### config.mk
export PLATFORM = sky130hd
export DESIGN_NAME = add_acc
export DESIGN_NICKNAME = d
export VERILOG_FILES = /design/src/rtl/add_acc.sv
export SDC_FILE = /design/constraint.sdc
export NUM_CORES = 1
export LEC_CHECK = 0
export ABC_AREA = 1
export CAP_MARGIN = 5
export CORE_UTILIZATION = 35
export DETAILED_ROUTE_END_ITERATION = 7
export PLACE_DENSITY = 0.65
export SLEW_MARGIN = 5
export SYNTH_ARGS = -nofsm -noshare
export SYNTH_HDL_FRONTEND = slang
export SYNTH_SLANG_ARGS = --single-unit
### constraint.sdc
create_clock -name clk -period 2.1 [get_ports clk]
set_input_delay 0.315 -clock clk [delete_from_list [all_inputs] [get_ports clk]]
set_output_delay 0.315 -clock clk [all_outputs]
set_load 0.005 [all_outputs]
### src/rtl/add_acc.sv
// add_acc: pipelined adder / accumulator with a valid-ready handshake and a global stall.
// Define ADD_ACC_SATURATE_EN to clamp overflowing results (and the accumulator) to all ones.
module add_acc #(
  parameter int WIDTH = 8,
  parameter int PIPE  = 2
) (
  input  logic             clk,
  input  logic             rst_n,
  input  logic             in_valid,
  output logic             in_ready,
  input  logic [WIDTH-1:0] a,
  input  logic [WIDTH-1:0] b,
  input  logic             mode,
  input  logic             clr,
  output logic             out_valid,
  input  logic             out_ready,
  output logic [WIDTH-1:0] c,
  output logic             carry
);

  logic             stall;
  logic             accept;
  logic [WIDTH-1:0] addend;
  logic [WIDTH:0]   raw_sum;
  logic [WIDTH:0]   res_d;
  logic [WIDTH-1:0] acc_q;
  logic [WIDTH-1:0] acc_d;
  logic [PIPE-1:0]  valid_q;
  logic [WIDTH:0]   data_q [PIPE];

  assign out_valid = valid_q[PIPE-1];
  assign stall     = out_valid & ~out_ready;
  assign in_ready  = ~stall;
  assign accept    = in_valid & in_ready;
  assign c         = data_q[PIPE-1][WIDTH-1:0];
  assign carry     = data_q[PIPE-1][WIDTH];

  // A clear coinciding with an accumulate takes effect first, so the accumulator reads as zero.
  always_comb begin
    addend = b;
    if (mode) begin
      addend = clr ? '0 : acc_q;
    end
    raw_sum = {1'b0, a} + {1'b0, addend};
  end

  always_comb begin
`ifdef ADD_ACC_SATURATE_EN
    res_d = raw_sum[WIDTH] ? {1'b1, {WIDTH{1'b1}}} : raw_sum;
`else
    res_d = raw_sum;
`endif
  end

  always_comb begin
    acc_d = acc_q;
    if (clr) begin
      acc_d = '0;
    end
    if (accept && mode) begin
      acc_d = res_d[WIDTH-1:0];
    end
  end

  always_ff @(posedge clk or negedge rst_n) begin
    if (!rst_n) begin
      acc_q <= '0;
    end else begin
      acc_q <= acc_d;
    end
  end

  // Every stage, bubbles included, holds while the last stage is valid but not taken.
  always_ff @(posedge clk or negedge rst_n) begin
    if (!rst_n) begin
      valid_q <= '0;
      for (int i = 0; i < PIPE; i++) begin
        data_q[i] <= '0;
      end
    end else if (!stall) begin
      valid_q[0] <= accept;
      if (accept) begin
        data_q[0] <= res_d;
      end
      for (int i = 1; i < PIPE; i++) begin
        valid_q[i] <= valid_q[i-1];
        data_q[i]  <= data_q[i-1];
      end
    end
  end

endmodule

==> results.ini, run 1 <==
[status]
status = finished, final reports clean

[floorplan]
core-area_um2 = 4380
die-height_um = 69.7
start_util = 0.366
fp.dieW_um = 69.7
num_rows = 24
dieArea_um2 = 4860
pin_count = 33

[detailed_routing]
dr.pass1.iters = 4
wirelength_um = 3420
drtAntennaViolNets = 0
vias = 1355
drc = 0
via_per_inst = 4.64
drtIter0Drc = 44
routedWlPerCell_um = 11.7

[final_layout]
multi_input_area_um2 = 737
drive_gt1_frac = 0.150
diodes = 0
final_cell_area_um2 = 2100
seqCellArea_um2 = 701
fill_cells = 440
area_growth_pct = 30.8
fin_nets = 272

[critical_path]
cpPeakStageDelay_ps = 470
worstSetupPathType = input port to flip-flop
cp_slowest_cell = clkdlybuf4s50_1
worst_ep_arrival_time_ps = 2030
crit_path_start_kind = input port
path_max_fanout = 2
path_cells = clkdlybuf4s50_1 -> nand2_1 -> nand2_1 -> ha_1 -> inv_1 -> fa_2 -> inv_1 -> nand2_1 -> nand2_1 -> and2_4 -> or2_1 -> nand3_1 -> nand2_1
cpMostUsedCell = nand2_1
critPathRequiredTime_ps = 2330
rrSetupSlack_ps = 310
cp-end-kind = flip-flop

[job]
maxCapViolations = 0

[logic_synthesis]
syn-cell-area_um2 = 1610
syn_avg_cell_area_um2 = 8.03
yosys.area.top_type = dfrtp_1
ys_types = 22
synth_top_area_frac = 0.436
synthTopCellsByArea = dfrtp_1 (44%), nand2_1 (15%), ha_1 (6.2%)
yosysSeqAreaShare = 0.436
synth_nets = 231
ys_warn_count = 0
syn-instance-count = 200
ys_ff_latch = 28

[clock_tree]
clk_pin_slew_ps = 100
cts_inserted_buffers = 3
cts_sinks = 28
cts_tree = built
htree_levels = 1
cts_root_buffer = clkbuf_8
hold_buffers = 0
clk_path_buf_depth = 2
clk_latency_ps = 280

[place]
dp_slack_ps = -281
numPortBuffers = 32
dpl_cell_area_um2 = 2030
dp_hpwl_um = 2650
gp_congestion = 0.790

[grt]
grtUsageTotal = 0.165
grt_pass1_vias = 1431
grt_max_degree = 29
grt_antenna_before_repair = 0
grt_first_pass_wirelength_um = 6370
overflow = 0

[min_path]
min_path_type = input port to async pin

[power_and_ir_drop]
power_density_nw_per_um2 = 730
p_leak_nw = 1.08
vdd_drop_max_mv = 0.324
p_total_mw = 1.53

[sta]
slew_headroom = 0.756
rsz0062_at_grt = false
worst_pin_slew_ps = 367
max_freq_mhz = 556
period_minus_slack_ps = 1800
timing.hold.ws_ps = 403
hold_violations = 0
setup_violations = 0
setup_ws_ps = 301
min_period_over_period = 0.857
drv_slew = 0
finalClockSkew_ps = 6.14

## layout by cell type (no fill, tap or decap), types with 2 or more instances in the layout
master and instances:
inv_2 3, mux2_2 7, clkdlybuf4s50_1 30, nand2_2 2
clkbuf_8 4, a21oi_1 5, or2_1 3, dfrtp_1 28
o21ai_0 7, nand2_1 63, inv_1 22, buf_4 14
o21ai_1 5, dlymetal6s2s_1 2, nand3b_1 2, nor2_1 10
nand3_1 16, ha_1 8
## area by class of cell
| type | count | share of cell area |
|---|---|---|
| flip-flops and latches | 28 | 0.334 |
| clock buffers | 4 | 0.0262 |
| repair buffers | 47 | 0.210 |
| multi-input cells | 135 | 0.351 |
| well taps | 52 | 0.0310 |
| inverters | 26 | 0.0477 |
## kinds of logic (layout without fill, tap and decap cells)
| group | count (synthesis) | after routing | synth area share |
|---|---|---|---|
| AO/OA/AOI/OAI | 19 | 19 | 0.0624 |
| XOR/XNOR | 1 | 1 | 0.00546 |
| adder cells (fa/ha/maj) | 9 | 9 | 0.0748 |
| buffers and inverters | 37 | 77 | 0.108 |
| flip-flops | 28 | 28 | 0.436 |
| multiplexers | 7 | 7 | 0.0491 |
| AND/OR/NAND/NOR | 99 | 99 | 0.264 |
## sequential cells by signal, indices dropped and copies added, names as in the netlist
signal and flops:
c 8, acc_q 8, data_q 9, carry 1
valid_q 2
## routing by layer
layer  GRT usage  part of all wire  vias to the layer above
li1            -                 -                      701
met1       0.214              0.49                      624
met2       0.278              0.46                       26
met3      0.0233             0.029                        4
met4      0.0667             0.017                        0
met5           0                 0                        -
## metrics by stage
step	std cells	utilization	setup TNS [ps]
after global placement	288	0.463	-2010
after floorplan	200	-	0
after detailed placement	288	0.463	-2450
after CTS	292	0.475	0
after global routing	292	0.479	0
final	292	0.479	0
## critical path, delay by kind of cell
kind	cells	cell delay, ps
and+or+nand+nor	8	630
buffers and inverters	3	590
adders and majority gates	2	490
## worst paths after layout
check	start	end	cells after the start
max in group asynchronous	rst_n	valid_q[1]	2
worst min register to register	valid_q[0]	valid_q[1]	2
min in group clk	clr	acc_q[0]	4
worst max register to register	acc_q[0]	data_q[13]	14
worst max-delay path	b[0]	acc_q[4]	13
worst min-delay path	rst_n	data_q[12]	2
## power breakdown
group	switching, mW	total [mW]	leakage, nW	internal, mW
Sequential	0.0491	0.698	0.348	0.649
Clock	0.178	0.346	0.0288	0.168
Combinational	0.213	0.489	0.704	0.275
## synth_stat cells
cell,number
inv_2,2
dfrtp_1,28
a211oi_1,1
nand2_2,2
nor2_1,11
or2_1,3
inv_1,24
and2_4,1
o21ai_0,8
buf_4,8
nor2_4,1
buf_2,3
nand3b_1,2
a21o_1,1
a21oi_1,5
fa_1,1
ha_1,8
xnor2_1,1
nand2_1,63
o21ai_1,4
nand3_1,16
mux2_2,7
## timing repair
item,CTS,global route
endpoints found under the setup margin,0,11
buffers inserted,0,0
gates resized for setup,0,9
(Power assumes the default switching activity.)
==> run 2: changes to the inputs <==
--- a/config.mk
+++ b/config.mk
@@ -9,7 +9,7 @@
 export CAP_MARGIN = 5
 export CORE_UTILIZATION = 35
 export DETAILED_ROUTE_END_ITERATION = 7
-export PLACE_DENSITY = 0.65
+export PLACE_DENSITY = 0.63
 export SLEW_MARGIN = 5
 export SYNTH_ARGS = -nofsm -noshare
 export SYNTH_HDL_FRONTEND = slang
==> results.ini, run 2 (synthesis gave the netlist of run 1 again) <==
[final_layout]
layout_commonest_cell = nand2_1
drive_gt1_frac = 0.142
diodes = 0
largest_register = data_q
fin_nets = 272
layout_common_cells = nand2_1 (63), clkdlybuf4s50_1 (30), dfrtp_1 (28)
area_growth_pct = 29.4
final_cell_area_um2 = 2080
largest_register_ffs = 9

[detailed_routing]
vias = 1347
drc = 0
dr.pass1.iters = 4
drtAntennaViolNets = 0
drtIter0Drc = 59
via_per_inst = 4.63
routedWlPerCell_um = 11.6
wirelength_um = 3370

[floorplan]
dieArea_um2 = 4860
pin_count = 33
num_rows = 24
start_util = 0.366
fp.dieW_um = 69.7
core-area_um2 = 4380
die-height_um = 69.7

[clock_tree]
cts_tree = built
cts_sinks = 28
clk_path_buf_depth = 2
clk_latency_ps = 270
cts_inserted_buffers = 3
cts_root_buffer = clkbuf_8
htree_levels = 1
post-cts-setup-buffers = 0
clk_pin_slew_ps = 90

[grt]
grt_first_pass_wirelength_um = 5870
grtUsageTotal = 0.154
grt_max_degree = 29
overflow = 0
grt_pass1_vias = 1346
grt_antenna_before_repair = 0

[critical_path]
critPathRequiredTime_ps = 2270
worst_ep_arrival_time_ps = 2080
r2r_start = acc_q[0]
reg2regPathDepth = 15
cp-end-kind = flip-flop
worstSetupPathType = input port to flip-flop
crit_path_start_kind = input port
timing.rr.end = data_q[15]
rrSetupSlack_ps = 240
path_max_fanout = 2

[job]
maxCapViolations = 0

[sta]
drv_slew = 0
min_period_over_period = 0.909
max_freq_mhz = 524
rsz0062_at_grt = false
period_minus_slack_ps = 1910
setup_violations = 0
worst_pin_slew_ps = 359
timing.hold.ws_ps = 394
finalClockSkew_ps = 1.88
slew_headroom = 0.761
hold_violations = 0

[place]
dp_hpwl_um = 2620
numPortBuffers = 32
gp_congestion = 0.793
dpl_cell_area_um2 = 2030

[power_and_ir_drop]
p_leak_nw = 1.07
vdd_drop_max_mv = 0.268
p_total_mw = 1.47
power_density_nw_per_um2 = 709

[min_path]
whs_path_depth = 4
min_path_type = input port to flip-flop
hp-start = clr
worst_hold_path.endpoint = acc_q[0]

[status]
status = finished, final reports clean

==> run 2: changes by cell type in the layout (fill, tap and decap cells not counted), sizes merged <==
cell,before,now
clkbuf,4,3
==> run 2: where the power goes <==
part	switching [mW]	internal [mW]	total, mW
clock	0.163	0.129	0.292
sequential	0.0490	0.649	0.698
combinational	0.211	0.272	0.484
==> run 2: worst max-delay path by stage <==
stage	start	end	cells past startpoint
after floorplan	mode	acc_q[6]	15
after global placement	mode	acc_q[6]	15
after detailed placement	mode	data_q[15]	15
after CTS	mode	data_q[15]	15
after global routing	acc_q[0]	data_q[15]	15
final	b[0]	data_q[15]	14
==> run 2: per-stage QoR <==
| stage | worst slack, ps | cells | util | setup TNS (ps) |
|---|---|---|---|---|
| 5_1_grt | 11.7 | 291 | 0.474 | 0 |
| 6_report | 192 | 291 | 0.474 | 0 |
| 2_1_floorplan | 222 | 200 | - | 0 |
| 3_3_place_gp | -242 | 288 | 0.463 | -2150 |
| 3_5_place_dp | -297 | 288 | 0.463 | -2580 |
| 4_1_cts | 16.8 | 291 | 0.472 | 0 |
==> run 2: cell type report <==
type                    instances  area, µm²
fillers                       434       2310
multi-input cells             135        734
flip-flops and latches         28        701
repair buffers                 47        438
inverters                      26       97.6
well taps                      52       65.1
clock buffers                   3       41.3
==> run 2: per-layer routing <==
| layer | vias to the layer above | wire (µm) | track usage |
|---|---|---|---|
| met5 | - | 0 | 0 |
| met4 | 0 | 46 | 0.0667 |
| met3 | 4 | 92 | 0.0247 |
| met2 | 27 | 1610 | 0.262 |
| met1 | 614 | 1610 | 0.192 |
| li1 | 702 | - | - |
==> run 2: what timing repair did <==
action	4_1_cts	5_1_grt
hold buffers	0	0
resized for setup	1	4
pin swaps	0	1
setup endpoints to repair	2	8
cloned	0	0
==> run 2: critical path: stages <==
cell and delay (ps):
clkdlybuf4s50_1 480, nand2_1 50, nand2_1 70, ha_1 170, inv_1 60, fa_1 390, inv_1 70, nand2_1 40
nand2_1 70, nand3_1 90, nand2_1 90, nand2_1 70, nand3_1 70, nand2_1 50
==> run 3: changes to the inputs <==
--- a/config.mk
+++ b/config.mk
@@ -9,7 +9,8 @@
 export CAP_MARGIN = 5
 export CORE_UTILIZATION = 35
 export DETAILED_ROUTE_END_ITERATION = 7
-export PLACE_DENSITY = 0.63
+export PLACE_DENSITY = 0.65
+export SKIP_LAST_GASP = 1
 export SLEW_MARGIN = 5
 export SYNTH_ARGS = -nofsm -noshare
 export SYNTH_HDL_FRONTEND = slang
==> constraint.sdc (replaced) <==
create_clock -name clk -period 1.7 [get_ports clk]
set_input_delay 0.255 -clock clk [delete_from_list [all_inputs] [get_ports clk]]
set_output_delay 0.255 -clock clk [all_outputs]
set_load 0.005 [all_outputs]
==> results.ini, run 3 (synthesis gave the netlist of run 1 again) <==
[final_layout]
drive_gt1_frac = 0.331
largest_register = data_q
diodes = 0
final_cell_area_um2 = 2340
layout_commonest_cell = nand2_1
area_growth_pct = 45.7
layout_common_cells = nand2_1 (49), clkdlybuf4s50_1 (30), dfrtp_1 (28)
multi_input_area_um2 = 928
seqCellArea_um2 = 701
fill_cells = 428
fin_nets = 281
fin_util = 0.533
largest_register_ffs = 9

[critical_path]
cpPeakStageDelay_ps = 340
worst_ep_arrival_time_ps = 1950
timing.rr.end = acc_q[6]
cp-end-kind = flip-flop
worstSetupPathType = flip-flop to flip-flop
cp_slowest_cell = dfrtp_1
path_cells = inv_1 -> nor2_2 -> nand2_1 -> nand2_2 -> ha_4 -> inv_2 -> fa_2 -> inv_2 -> nand2_2 -> nand2_2 -> nand3_2 -> nand2_2 -> nand2_2 -> nand3_2 -> nand2_2
critPathRequiredTime_ps = 1870
r2r_start = acc_q[0]
cpMostUsedCell = nand2_2
rrSetupSlack_ps = -80
reg2regPathDepth = 15
path_max_fanout = 2
crit_path_start_kind = flip-flop

[floorplan]
dieArea_um2 = 4860
num_rows = 24
start_util = 0.366
die-height_um = 69.7
core-area_um2 = 4380
fp.dieW_um = 69.7
pin_count = 33

[grt]
grt_first_pass_wirelength_um = 6050
overflow = 0
grt_pass1_vias = 1353
grt_max_degree = 29
grt_antenna_before_repair = 0
grtUsageTotal = 0.155

[sta]
period_minus_slack_ps = 1780
hold_violations = 0
setup_ws_ps = -79.4
rsz0062_at_grt = true
max_freq_mhz = 562
timing.hold.ws_ps = 340
min_period_over_period = 1.05
finalClockSkew_ps = 1.40
setup_violations = 7
worst_pin_slew_ps = 348
slew_headroom = 0.768
drv_slew = 0

[detailed_routing]
drtIter0Drc = 58
routedWlPerCell_um = 12.6
via_per_inst = 4.68
wirelength_um = 3790
dr.pass1.iters = 4
drc = 0
drtAntennaViolNets = 0
vias = 1404

[clock_tree]
htree_levels = 1
clk_latency_ps = 270
cts_inserted_buffers = 3
cts_root_buffer = clkbuf_8
clk_path_buf_depth = 2
cts_sinks = 28
clk_pin_slew_ps = 90
cts_tree = built

[place]
gp_congestion = 0.864
numPortBuffers = 32
dp_slack_ps = -649
dpl_cell_area_um2 = 2070
dp_hpwl_um = 2660

[status]
status = finished, violations left
violations = setup timing

[power_and_ir_drop]
power_density_nw_per_um2 = 832
vdd_drop_max_mv = 0.400
p_total_mw = 1.95
p_leak_nw = 1.13

[job]
maxCapViolations = 0

[min_path]
min_path_type = input port to async pin

run 3: cell types whose count changed in the layout (fill, tap and decap cells not counted), moves of 4 or more:
cell     before  now
buf_4        15   21
nand3_1      16    8
nand3_2       0    8
nand2_2       2   13
ha_4          0    5
nor2_2        1    5
nand2_1      63   49
ha_1          8    3
nor2_1       10    6
run 3: cell type report:
cell class,count,area share
Timing Repair Buffer,55,0.211
Multi-Input combinational cell,135,0.397
Sequential cell,28,0.300
Tap cell,52,0.0278
Clock buffer,3,0.0177
Inverter,26,0.0433
Timing Repair inverter,1,0.00321
run 3: worst max-delay path, delay by kind of cell (launching register included):
kind	cells	cell delay (ps)
adder cells (fa/ha/maj)	2	490
buffers and inverters	3	150
flip-flops	1	340
AND/OR/NAND/NOR	10	720
run 3: metal layers:
metal	part of all wire	track usage	wire length (µm)
met1	0.47	0.214	1790
met2	0.49	0.249	1850
met3	0.023	0.0174	86
met4	0.016	0.0600	60
met5	0	0	0
run 3: worst max path at each step:
stage / from / endpoint / slack (ps) / depth (start not counted)
after global placement: mode / data_q[13] / -600 / 14
after floorplan: mode / acc_q[4] / 4 / 10
final: acc_q[0] / acc_q[6] / -80 / 15
after global routing: acc_q[0] / acc_q[6] / -240 / 15
after CTS: acc_q[0] / acc_q[6] / -100 / 15
after detailed placement: mode / data_q[13] / -650 / 14
run 3: repair_timing:
item / CTS / global route
pin swaps: 3 / 17
gates cloned: 1 / 0
hold buffers: 0 / 0
buffers inserted: 1 / 3
endpoints found under the setup margin: 15 / 14
gates resized for setup: 14 / 38
run 3: report_power, final:
part           total [mW]  switching, mW  internal (mW)
combinational       0.722          0.322          0.401
sequential          0.863         0.0611          0.802
clock               0.361          0.202          0.159
run 3: per-stage QoR:
stage,TNS [ps],std cells
after detailed placement,-8400,293
after floorplan,0,200
after global routing,-1570,300
after global placement,-7770,293
after CTS,-690,298
final,-412,300
